`src/rtl/data_bus_bridge.sv`:
```
// data_bus_bridge: connects a single-cycle core's load/store port to a valid/ready bus.
// It holds the core with stall while a request is outstanding, and shapes store lanes and
// byte enables. It also extracts and extends load data and aborts reads that get no
// response within TIMEOUT cycles.
//
// Ports:
//   clk, reset                : clock; asynchronous active-low reset
//   addr, wdata               : core byte address and store data
//   mem_write, mem_read       : core store / load request
//   funct3                    : access size and signedness (B, H, W, BU, HU)
//   rdata, stall              : extended load data; core hold
//   misalign, bus_err         : misaligned access; read aborted on timeout
//   req_valid, req_ready, req_addr, req_we, req_wdata, req_be : bus request channel
//   rsp_valid, rsp_rdata      : bus read-response channel
module data_bus_bridge #(
    parameter int unsigned TIMEOUT = 255
) (
    input  logic        clk,
    input  logic        reset,
    input  logic [31:0] addr,
    input  logic [31:0] wdata,
    input  logic        mem_write,
    input  logic        mem_read,
    input  logic [2:0]  funct3,
    output logic [31:0] rdata,
    output logic        stall,
    output logic        misalign,
    output logic        bus_err,
    output logic        req_valid,
    input  logic        req_ready,
    output logic [31:0] req_addr,
    output logic        req_we,
    output logic [31:0] req_wdata,
    output logic [3:0]  req_be,
    input  logic        rsp_valid,
    input  logic [31:0] rsp_rdata
);

    typedef enum logic [1:0] {StIdle, StReq, StWaitRsp, StDone} state_e;

    localparam logic [1:0]  SzB      = 2'd0;
    localparam logic [1:0]  SzH      = 2'd1;
    localparam logic [1:0]  SzW      = 2'd2;
    localparam logic [31:0] TimeoutW = TIMEOUT;

    state_e      r_state, w_next;
    logic [31:0] r_req_addr, r_req_wdata, r_rdata, r_cnt;
    logic [3:0]  r_req_be;
    logic        r_req_we, r_bus_err, r_sext;
    logic [1:0]  r_size, r_lo;

    logic [1:0]  w_size;
    logic        w_access, w_aligned, w_timeout;
    logic [3:0]  w_be;
    logic [31:0] w_store, w_load;
    logic [7:0]  w_byte;
    logic [15:0] w_half;

    // Request decode; unsupported funct3 codes fall back to a word access.
    always_comb begin
        w_size = SzW;
        unique case (funct3)
            3'b000, 3'b100: w_size = SzB;
            3'b001, 3'b101: w_size = SzH;
            default:        w_size = SzW;
        endcase
        w_access  = mem_read | mem_write;
        w_aligned = 1'b1;
        w_be      = 4'hF;
        w_store   = wdata;
        if (w_size == SzH) begin
            w_aligned = ~addr[0];
            w_store   = {2{wdata[15:0]}};
            if (mem_write) w_be = 4'b0011 << addr[1:0];
        end else if (w_size == SzB) begin
            w_store   = {4{wdata[7:0]}};
            if (mem_write) w_be = 4'b0001 << addr[1:0];
        end else begin
            w_aligned = (addr[1:0] == 2'b00);
        end
    end

    // Load extraction uses the lane offset latched with the request.
    always_comb begin
        w_byte = 8'h00;
        unique case (r_lo)
            2'd0: w_byte = rsp_rdata[7:0];
            2'd1: w_byte = rsp_rdata[15:8];
            2'd2: w_byte = rsp_rdata[23:16];
            2'd3: w_byte = rsp_rdata[31:24];
            default: w_byte = 8'h00;
        endcase
        w_half = r_lo[1] ? rsp_rdata[31:16] : rsp_rdata[15:0];
        if (r_size == SzB) begin
            w_load = {{24{r_sext & w_byte[7]}}, w_byte};
        end else if (r_size == SzH) begin
            w_load = {{16{r_sext & w_half[15]}}, w_half};
        end else begin
            w_load = rsp_rdata;
        end
    end

    // Abort when the count including this cycle reaches TIMEOUT, so TIMEOUT=0 and 1 both
    // give a single waiting cycle and TIMEOUT=N gives N.
    assign w_timeout = (r_cnt + 32'd1) >= TimeoutW;

    always_comb begin
        w_next   = r_state;
        stall    = 1'b0;
        misalign = 1'b0;
        unique case (r_state)
            StIdle: begin
                if (w_access) begin
                    if (w_aligned) begin
                        w_next = StReq;
                        stall  = 1'b1;
                    end else begin
                        misalign = 1'b1;
                    end
                end
            end
            StReq: begin
                stall = 1'b1;
                if (req_ready) w_next = r_req_we ? StDone : StWaitRsp;
            end
            StWaitRsp: begin
                stall = 1'b1;
                if (rsp_valid || w_timeout) w_next = StDone;
            end
            StDone: w_next = StIdle;
            default: w_next = StIdle;
        endcase
        // Core-facing combinational outputs stay quiet while reset is held.
        stall    = stall & reset;
        misalign = misalign & reset;
    end

    always_ff @(posedge clk or negedge reset) begin
        if (!reset) begin
            r_state     <= StIdle;
            r_req_addr  <= 32'h0;
            r_req_wdata <= 32'h0;
            r_req_be    <= 4'h0;
            r_req_we    <= 1'b0;
            r_rdata     <= 32'h0;
            r_bus_err   <= 1'b0;
            r_cnt       <= 32'h0;
            r_size      <= SzW;
            r_sext      <= 1'b0;
            r_lo        <= 2'd0;
        end else begin
            r_state <= w_next;
            unique case (r_state)
                StIdle: begin
                    if (w_access && w_aligned) begin
                        r_req_addr  <= {addr[31:2], 2'b00};
                        r_req_we    <= mem_write;
                        r_req_be    <= w_be;
                        r_req_wdata <= w_store;
                        r_size      <= w_size;
                        r_sext      <= ~funct3[2];
                        r_lo        <= addr[1:0];
                    end
                end
                StReq: begin
                    if (req_ready) r_cnt <= 32'h0;
                end
                StWaitRsp: begin
                    if (rsp_valid) begin
                        r_rdata <= w_load;
                    end else if (w_timeout) begin
                        r_rdata   <= 32'h0;
                        r_bus_err <= 1'b1;
                    end else begin
                        r_cnt <= r_cnt + 32'd1;
                    end
                end
                StDone: r_bus_err <= 1'b0;
                default: ;
            endcase
        end
    end

    assign rdata     = r_rdata;
    assign bus_err   = r_bus_err;
    assign req_valid = (r_state == StReq);
    assign req_addr  = r_req_addr;
    assign req_we    = r_req_we;
    assign req_be    = r_req_be;
    assign req_wdata = r_req_wdata;

endmodule

```
`config.mk`:
```
export PLATFORM = sky130hd
export DESIGN_NAME = data_bus_bridge
export DESIGN_NICKNAME = d
export VERILOG_FILES = /design/src/rtl/data_bus_bridge.sv
export SDC_FILE = /design/constraint.sdc
export NUM_CORES = 1
export LEC_CHECK = 0
export CORE_MARGIN = 4
export CORE_UTILIZATION = 51
export CTS_CLUSTER_SIZE = 10
export DETAILED_ROUTE_END_ITERATION = 6
export PLACE_DENSITY = 0.86
export SYNTH_ARGS = -nofsm -noshare
export SYNTH_HDL_FRONTEND = slang
export SYNTH_SLANG_ARGS = --single-unit
```
`constraint.sdc`:
```
create_clock -name clk -period 5.7 [get_ports clk]
set_input_delay 0.855 -clock clk [delete_from_list [all_inputs] [get_ports clk]]
set_output_delay 0.855 -clock clk [all_outputs]
set_load 0.05 [all_outputs]
```
==> out/qor.yml, run 1 <==
status: "finished, final reports clean"
fp.dieArea_um2: 15580
critical-path-max-stage-delay_ns: 0.87
dpl_cell_area_um2: 9111
dieWidth_um: 124.8
cts_buffer_depth: 2
syn_to_final_growth_pct: 38.41
synthDistinctLibCells: 61
grt_first_pass_wirelength_mm: 32.08
drt_first_pass_iters: 5
globalplace.congestion: 0.9063
cts.sinks: 139
ioPinCount: 210
grt_max_degree: 102
synth.top_cells.by_count: "138 x dfrtp_1, 79 x nand2_1, 46 x o21ai_0, 41 x mux2_2, 37 x mux2i_1"
finalHoldViolations: 0
critPathLaunchType: "input pin"
start_util_pct: 52.35
critPathMaxFanout: 29
antenna_found_initial: 0
wl_per_cell_um: 18.79
crit_top_cell: "clkdlybuf4s50_1"
grtUsageMet3_pct: 9.863
yosys-top-cells-area: "dfrtp_1 50%, mux2_2 6.6%, mux2i_1 5.3%, nand2_1 4.3%, o21ai_0 3.3%"
grt.overflow.total: 0
synth_top_area_share_pct: 49.61
via_per_inst: 5.716
drcViolationCount: 0
max_freq_mhz: 236.8
synth_top_area_cell: "dfrtp_1"
power.density_nw_per_um2: 579.7
rrSetupSlack_ns: 1.68
cts_max_level: 4
grt_pass1_vias: 6230
tns_ns: 0
fin_skew_ns: 0.008471
drive_gt1_share_pct: 9.885
port_buffers: 207
hp-class: "input pin to asynchronous set/reset pin"
num_antenna_cells: 0
fp.coreArea_um2: 13300
grt_usage_pct: 25.49
crit_chain: "clkdlybuf4s50_1, buf_4, mux2i_1, nor2_1, o21ai_4, nor2b_1, nor3b_1, clkdlybuf4s50_1"
cts-resized-gates: 0
fp.dieH_um: 124.8
nets: 973
reg2reg_to: "r_cnt[16]$_DFFE_PN0P_"
syn_avg_cell_area_um2: 10.45
syn_inst: 666
irDropWorstVdd_v: 0.0004335
drv_slew: 0
rsz0062_at_grt: "no"
dpl.hpwl_mm: 14.47
cts.clk_slew.worst_paths_ns: 0.06
met1_usage_pct: 29.48
finalWirelength_mm: 19.65
reg2reg_from: "r_cnt[1]$_DFFE_PN0P_"
dr_total_vias: 5979
cts_tree: "yes"
cts_setup_buffers: 0
grt_use_met2_pct: 42.94
relSlewSlack_pct: 12.01
setup.worst_path.class: "input pin to output pin"
hold_buffers: 0
cts-root-buf: "clkbuf_16"
yosysSeqAreaShare_pct: 49.99
tightest_slew_ns: 1.320
synth-seq-cells: 139
num_rows: 42
drtIter0Drc: 371
clkLatencyLatePin_ns: 0.42
grt.busiest_layer: "met2"
synth_enable_flop_cells: 0
setup_viol: 0
cp_slowest_cell: "clkdlybuf4s50_1"
fin_crit_ns: 4.224
postRouteAntennaNets: 0
cap_violations: 0
critPathCaptureType: "output pin"
ys_async_sr_fraction_pct: 100.0
critPathArrivalTime_ns: 3.37
cts_buffers: 17
synthesis.area_um2: 6960
synth_ff_type: "dfrtp_1"
synth_most_common_cell: "dfrtp_1"
rr_worst_depth: 9
final_area_um2: 9634
crit_required_ns: 4.85
yosys_warnings: 0
post-route-period-util_pct: 74.10
power.leakage_nw: 4.217
through the flow:
step	setup slack [ns]	utilization (%)	total power, mW	hold slack [ns]	std cells
6_report	1.476	72.46	5.585	0.4029	1046
5_1_grt	1.375	72.46	5.849	0.4498	1046
4_1_cts	1.468	72.46	5.613	0.4303	1046
3_5_place_dp	1.476	68.53	4.606	0.4687	1014
3_3_place_gp	1.479	68.53	4.523	0.4598	1014
2_1_floorplan	1.885	-	3.551	0.4715	667
area by class of cell:
| type | instances | area [um^2] |
|---|---|---|
| Sequential cell | 139 | 3480 |
| Timing Repair Buffer | 211 | 2103 |
| Fill cell | 910 | 3661 |
| Tap cell | 176 | 220.2 |
| Clock inverter | 10 | 68.82 |
| Inverter | 12 | 45.04 |
| Multi-Input combinational cell | 476 | 3263 |
| Clock buffer | 22 | 454.2 |
flip-flops by register name (all words and copies together), names as in the netlist:
name / cells
req_addr: 30
r_sext: 1
rdata: 32
req_be: 4
req_we: 1
r_cnt: 32
req_wdata: 32
r_lo: 2
bus_err: 1
r_state: 2
r_size: 2
where the power goes:
part	internal [mW]	switching [mW]	total [mW]
combinational	1.04	1.94	2.98
sequential	1.36	0.264	1.62
clock	0.566	0.417	0.983
total	2.96	2.62	5.59
cell families (layout without fill, tap and decap cells):
group                    Yosys count  in the layout  share of synthesized area, %
other                              1              2                       0.05388
buffers and inverters             52            255                         3.343
multiplexers                      79             79                         12.28
XOR/XNOR                           4              4                        0.5034
AO/OA/AOI/OAI                    151            151                         14.51
flip-flops                       139            139                         49.99
AND/OR/NAND/NOR                  229            229                         17.35
adder cells (fa/ha/maj)           11             11                         1.977
how the worst max path moves through the flow:
stage	start	endpoint	slack (ns)	cells past startpoint
floorplan	addr[0]	stall	1.89	8
global placement	funct3[1]	stall	1.48	8
detailed placement	funct3[1]	stall	1.48	8
CTS	funct3[1]	stall	1.47	8
global route	funct3[1]	stall	1.38	8
finish	funct3[1]	stall	1.48	8
cells in the final DEF (no fill, tap or decap), types with 12 or more instances in the layout:
cell             Yosys  final
mux2i_1             37     37
clkbuf_16            0     17
nand2_1             79     79
a21oi_1             21     21
mux2_2              41     41
o21ai_0             46     45
nand3_1             12     12
a22o_1              20     20
nor2b_1             20     20
nand2b_1            23     23
clkdlybuf4s50_1      0    206
nor2_1              26     26
a31oi_1             12     12
dfrtp_1            138    138
inv_1               12     12
a21o_1              15     15
worst max-delay path, delay by kind of cell:
kind,cells,cell delay [ns]
multiplexers,1,0.18
AND/OR/NAND/NOR,3,0.59
AO/OA/AOI/OAI,1,0.09
buffers and inverters,3,1.65
routing by layer:
metal	vias to the layer above	part of all wire [%]
met5	-	0
met4	0	2.7
met3	43	9.1
met2	234	50
met1	2925	39
li1	2777	-
Power figures use the tool's default switching activity.
==> run 2: changes to the inputs <==
- CORE_UTILIZATION: 51 -> 43
- PLACE_DENSITY: 0.86 -> 0.77
- clock period: 5.7 -> 3.82 ns (I/O delays scaled with it)
==> run 2 against run 1 <==
Against the previous run: routed wire length is 5.2% lower; design area is 2.0% higher; clock power is 67% higher; via count is 4.6% lower; die area is 17% higher; first-iteration DRC count is 4.3% lower; combinational power is 49% higher; sequential cell count stayed put; critical path depth is 2 higher; sequential power is 49% higher; hold slack worse by 0.36 ns.
==> out/qor.yml, run 2 (synthesized netlist as in run 1, its figures left out) <==
status: "finished, final reports clean"  # unchanged
power.density_nw_per_um2: 865.5  # was 579.7 nW/um^2
hold_buffers: 0  # unchanged
grt_pass1_vias: 5790  # was 6230
fp.coreArea_um2: 15890  # was 13300 um^2
fp.dieH_um: 135.2  # was 124.8 um
postRouteAntennaNets: 0  # unchanged
power.leakage_nw: 4.297  # was 4.217 nW
tns_ns: 0  # unchanged
ioPinCount: 210  # unchanged
syn_to_final_growth_pct: 41.18  # was 38.41%
fp.dieArea_um2: 18290  # was 15580 um^2
drcViolationCount: 0  # unchanged
cap_violations: 0  # unchanged
grt_first_pass_wirelength_mm: 30.16  # was 32.08 mm
dpl.hpwl_mm: 13.86  # was 14.47 mm
cts_buffers: 17  # unchanged
crit_top_cell: "or4_4"  # was clkdlybuf4s50_1
cts.clk_slew.worst_paths_ns: 0.06  # about the same
post-route-period-util_pct: 92.96
crit_chain: "ha_1, nand2_1, or4_4, o31ai_2, o2111ai_1, or4_4, or3_4, a21oi_2, buf_4, and2b_1"  # was clkdlybuf4s50_1, buf_4, mux2i_1, nor2_1, o21ai_4, nor2b_1, nor3b_1, clkdlybuf4s50_1
cts_setup_buffers: 0  # unchanged
cts-root-buf: "clkbuf_16"  # unchanged
critical-path-max-stage-delay_ns: 0.58  # was 0.87 ns
holdWs_ns: 0.04320  # was 0.4029 ns
nets: 977  # was 973
relSlewSlack_pct: 36.17  # was 12.01%
setup_viol: 0  # unchanged
irDropWorstVdd_v: 0.0005399  # was 0.0004335 V
crit_required_ns: 4.12  # was 4.85 ns
place_ws_ns: 0.2894  # was 1.476 ns
switching_power_mw: 3.910  # was 2.622 mW
hp-class: "input pin to asynchronous set/reset pin"  # unchanged
cts.sinks: 139  # unchanged
globalplace.congestion: 0.8924  # was 0.9063
finalWirelength_mm: 18.64  # was 19.65 mm
fin_crit_ns: 3.551
critPathArrivalTime_ns: 3.85  # was 3.37 ns
port_buffers: 207  # unchanged
max_freq_mhz: 281.6
grt_usage_pct: 20.81  # was 25.49%
num_antenna_cells: 0  # unchanged
clkPwrFrac_pct: 19.3  # was 17.6%
cts_max_level: 4  # unchanged
finalHoldViolations: 0  # unchanged
cts_tree: "yes"  # unchanged
cp_slowest_cell: "or4_4"  # was clkdlybuf4s50_1
dieWidth_um: 135.2  # was 124.8 um
dpl_cell_area_um2: 9236  # was 9111 um^2
fin_ws_ns: 0.2689  # was 1.476 ns
final_area_um2: 9827  # was 9634 um^2
tightest_slew_ns: 0.9540  # was 1.320 ns
final_common_cell: "clkdlybuf4s50_1"  # unchanged
setup.worst_path.class: "flip-flop to flip-flop"  # was input pin to output pin
final_cell_mix: "204 x clkdlybuf4s50_1, 138 x dfrtp_1, 79 x nand2_1, 45 x o21ai_0, 41 x mux2_2"  # was 206 x clkdlybuf4s50_1, 138 x dfrtp_1, 79 x nand2_1, 45 x o21ai_0, 41 x mux2_2
cts-resized-gates: 0  # unchanged
num_rows: 46  # was 42
drv_slew: 0  # unchanged
pwr-share-comb_pct: 52.4  # was 53.3%
via_per_inst: 5.233  # was 5.716
drtIter0Drc: 355  # was 371
cts_buffer_depth: 2  # unchanged
antenna_found_initial: 0  # unchanged
drt_first_pass_iters: 5  # unchanged
drive_gt1_share_pct: 10.87  # was 9.885%
start_util_pct: 43.82  # was 52.35%
critPathLaunchType: "flip-flop"  # was input pin
wl_per_cell_um: 17.10  # was 18.79 um
fin_skew_ns: 0.009710  # was 0.008471 ns
critPathCaptureType: "flip-flop"  # was output pin
grt_max_degree: 102  # unchanged
dr_total_vias: 5704  # was 5979
seq_power_share_pct: 28.3  # was 29.1%
grt.overflow.total: 0  # unchanged
critPathMaxFanout: 25  # was 29
rsz0062_at_grt: "no"  # unchanged
clkLatencyLatePin_ns: 0.42  # about the same
power.internal_mw: 4.595  # was 2.963 mW
netSwitchingFraction_pct: 45.97  # was 46.95%
-- run 2: cell count changes in the layout (fill, tap and decap cells not counted) --
cell / previous run / this run
inv_8: 0 / 2
clkdlybuf4s50_1: 206 / 204
inv_6: 2 / 3
clkinv_2: 4 / 2
bufinv_16: 0 / 2
clkbuf_1: 4 / 1
buf_4: 4 / 6
clkinv_4: 1 / 4
clkbuf_8: 1 / 0
buf_12: 0 / 4
clkinvlp_4: 3 / 1
-- run 2: worst paths after layout --
kind	end	depth (start not counted)	startpoint	slack, ns
worst min-delay path	req_addr[10]$_DFFE_PN0P_	1	reset	0.04
min in group clk	rdata[14]$_DFFE_PN0P_	1	rdata[14]$_DFFE_PN0P_	0.48
worst max register to register	r_cnt[16]$_DFFE_PN0P_	10	r_cnt[1]$_DFFE_PN0P_	0.27
max in group asynchronous	rdata[3]$_DFFE_PN0P_	2	reset	2.79
worst min register to register	rdata[14]$_DFFE_PN0P_	1	rdata[14]$_DFFE_PN0P_	0.48
worst max-delay path	r_cnt[16]$_DFFE_PN0P_	10	r_cnt[1]$_DFFE_PN0P_	0.27
-- run 2: layout make-up --
| cell class | instances | area (um^2) |
|---|---|---|
| Clock buffer | 18 | 429.2 |
| Clock inverter | 14 | 161.4 |
| Fill cell | 1305 | 6058 |
| Inverter | 12 | 45.04 |
| Multi-Input combinational cell | 476 | 3263 |
| Sequential cell | 139 | 3480 |
| Tap cell | 216 | 270.3 |
| Timing Repair Buffer | 215 | 2178 |
-- run 2: power by group through the flow --
| stage | Combinational, mW | Sequential, mW | Clock (mW) |
|---|---|---|---|
| 4_1_cts | 4.50 | 2.41 | 1.68 |
| 3_5_place_dp | 4.48 | 2.42 | 0 |
| 2_1_floorplan | 1.21 | 4.09 | 0 |
| 3_3_place_gp | 4.44 | 2.41 | 0 |
| 5_1_grt | 4.71 | 2.48 | 1.75 |
| 6_report | 4.45 | 2.41 | 1.64 |
-- run 2: routing by layer --
| metal | track usage [%] | vias up | wire (um) |
|---|---|---|---|
| li1 | - | 2795 | - |
| met1 | 26.13 | 2690 | 7827 |
| met2 | 32.72 | 199 | 8677 |
| met3 | 8.952 | 20 | 1810 |
| met4 | 6.383 | 0 | 325 |
| met5 | 0 | - | 0 |
-- run 2: through the flow --
step / power (mW) / cells / utilization [%]
finish: 8.505 / 1090 / 61.86
global route: 8.943 / 1090 / 61.86
CTS: 8.591 / 1090 / 61.86
detailed placement: 6.908 / 1058 / 58.14
global placement: 6.847 / 1058 / 58.14
floorplan: 5.299 / 667 / -
-- run 2: critical path, delay by kind of cell (launching register included) --
family / cells / cell delay, ns
adder cells (fa/ha/maj): 1 / 0.26
flip-flops: 1 / 0.43
AND/OR/NAND/NOR: 5 / 1.93
AO/OA/AOI/OAI: 3 / 0.54
buffers and inverters: 1 / 0.27
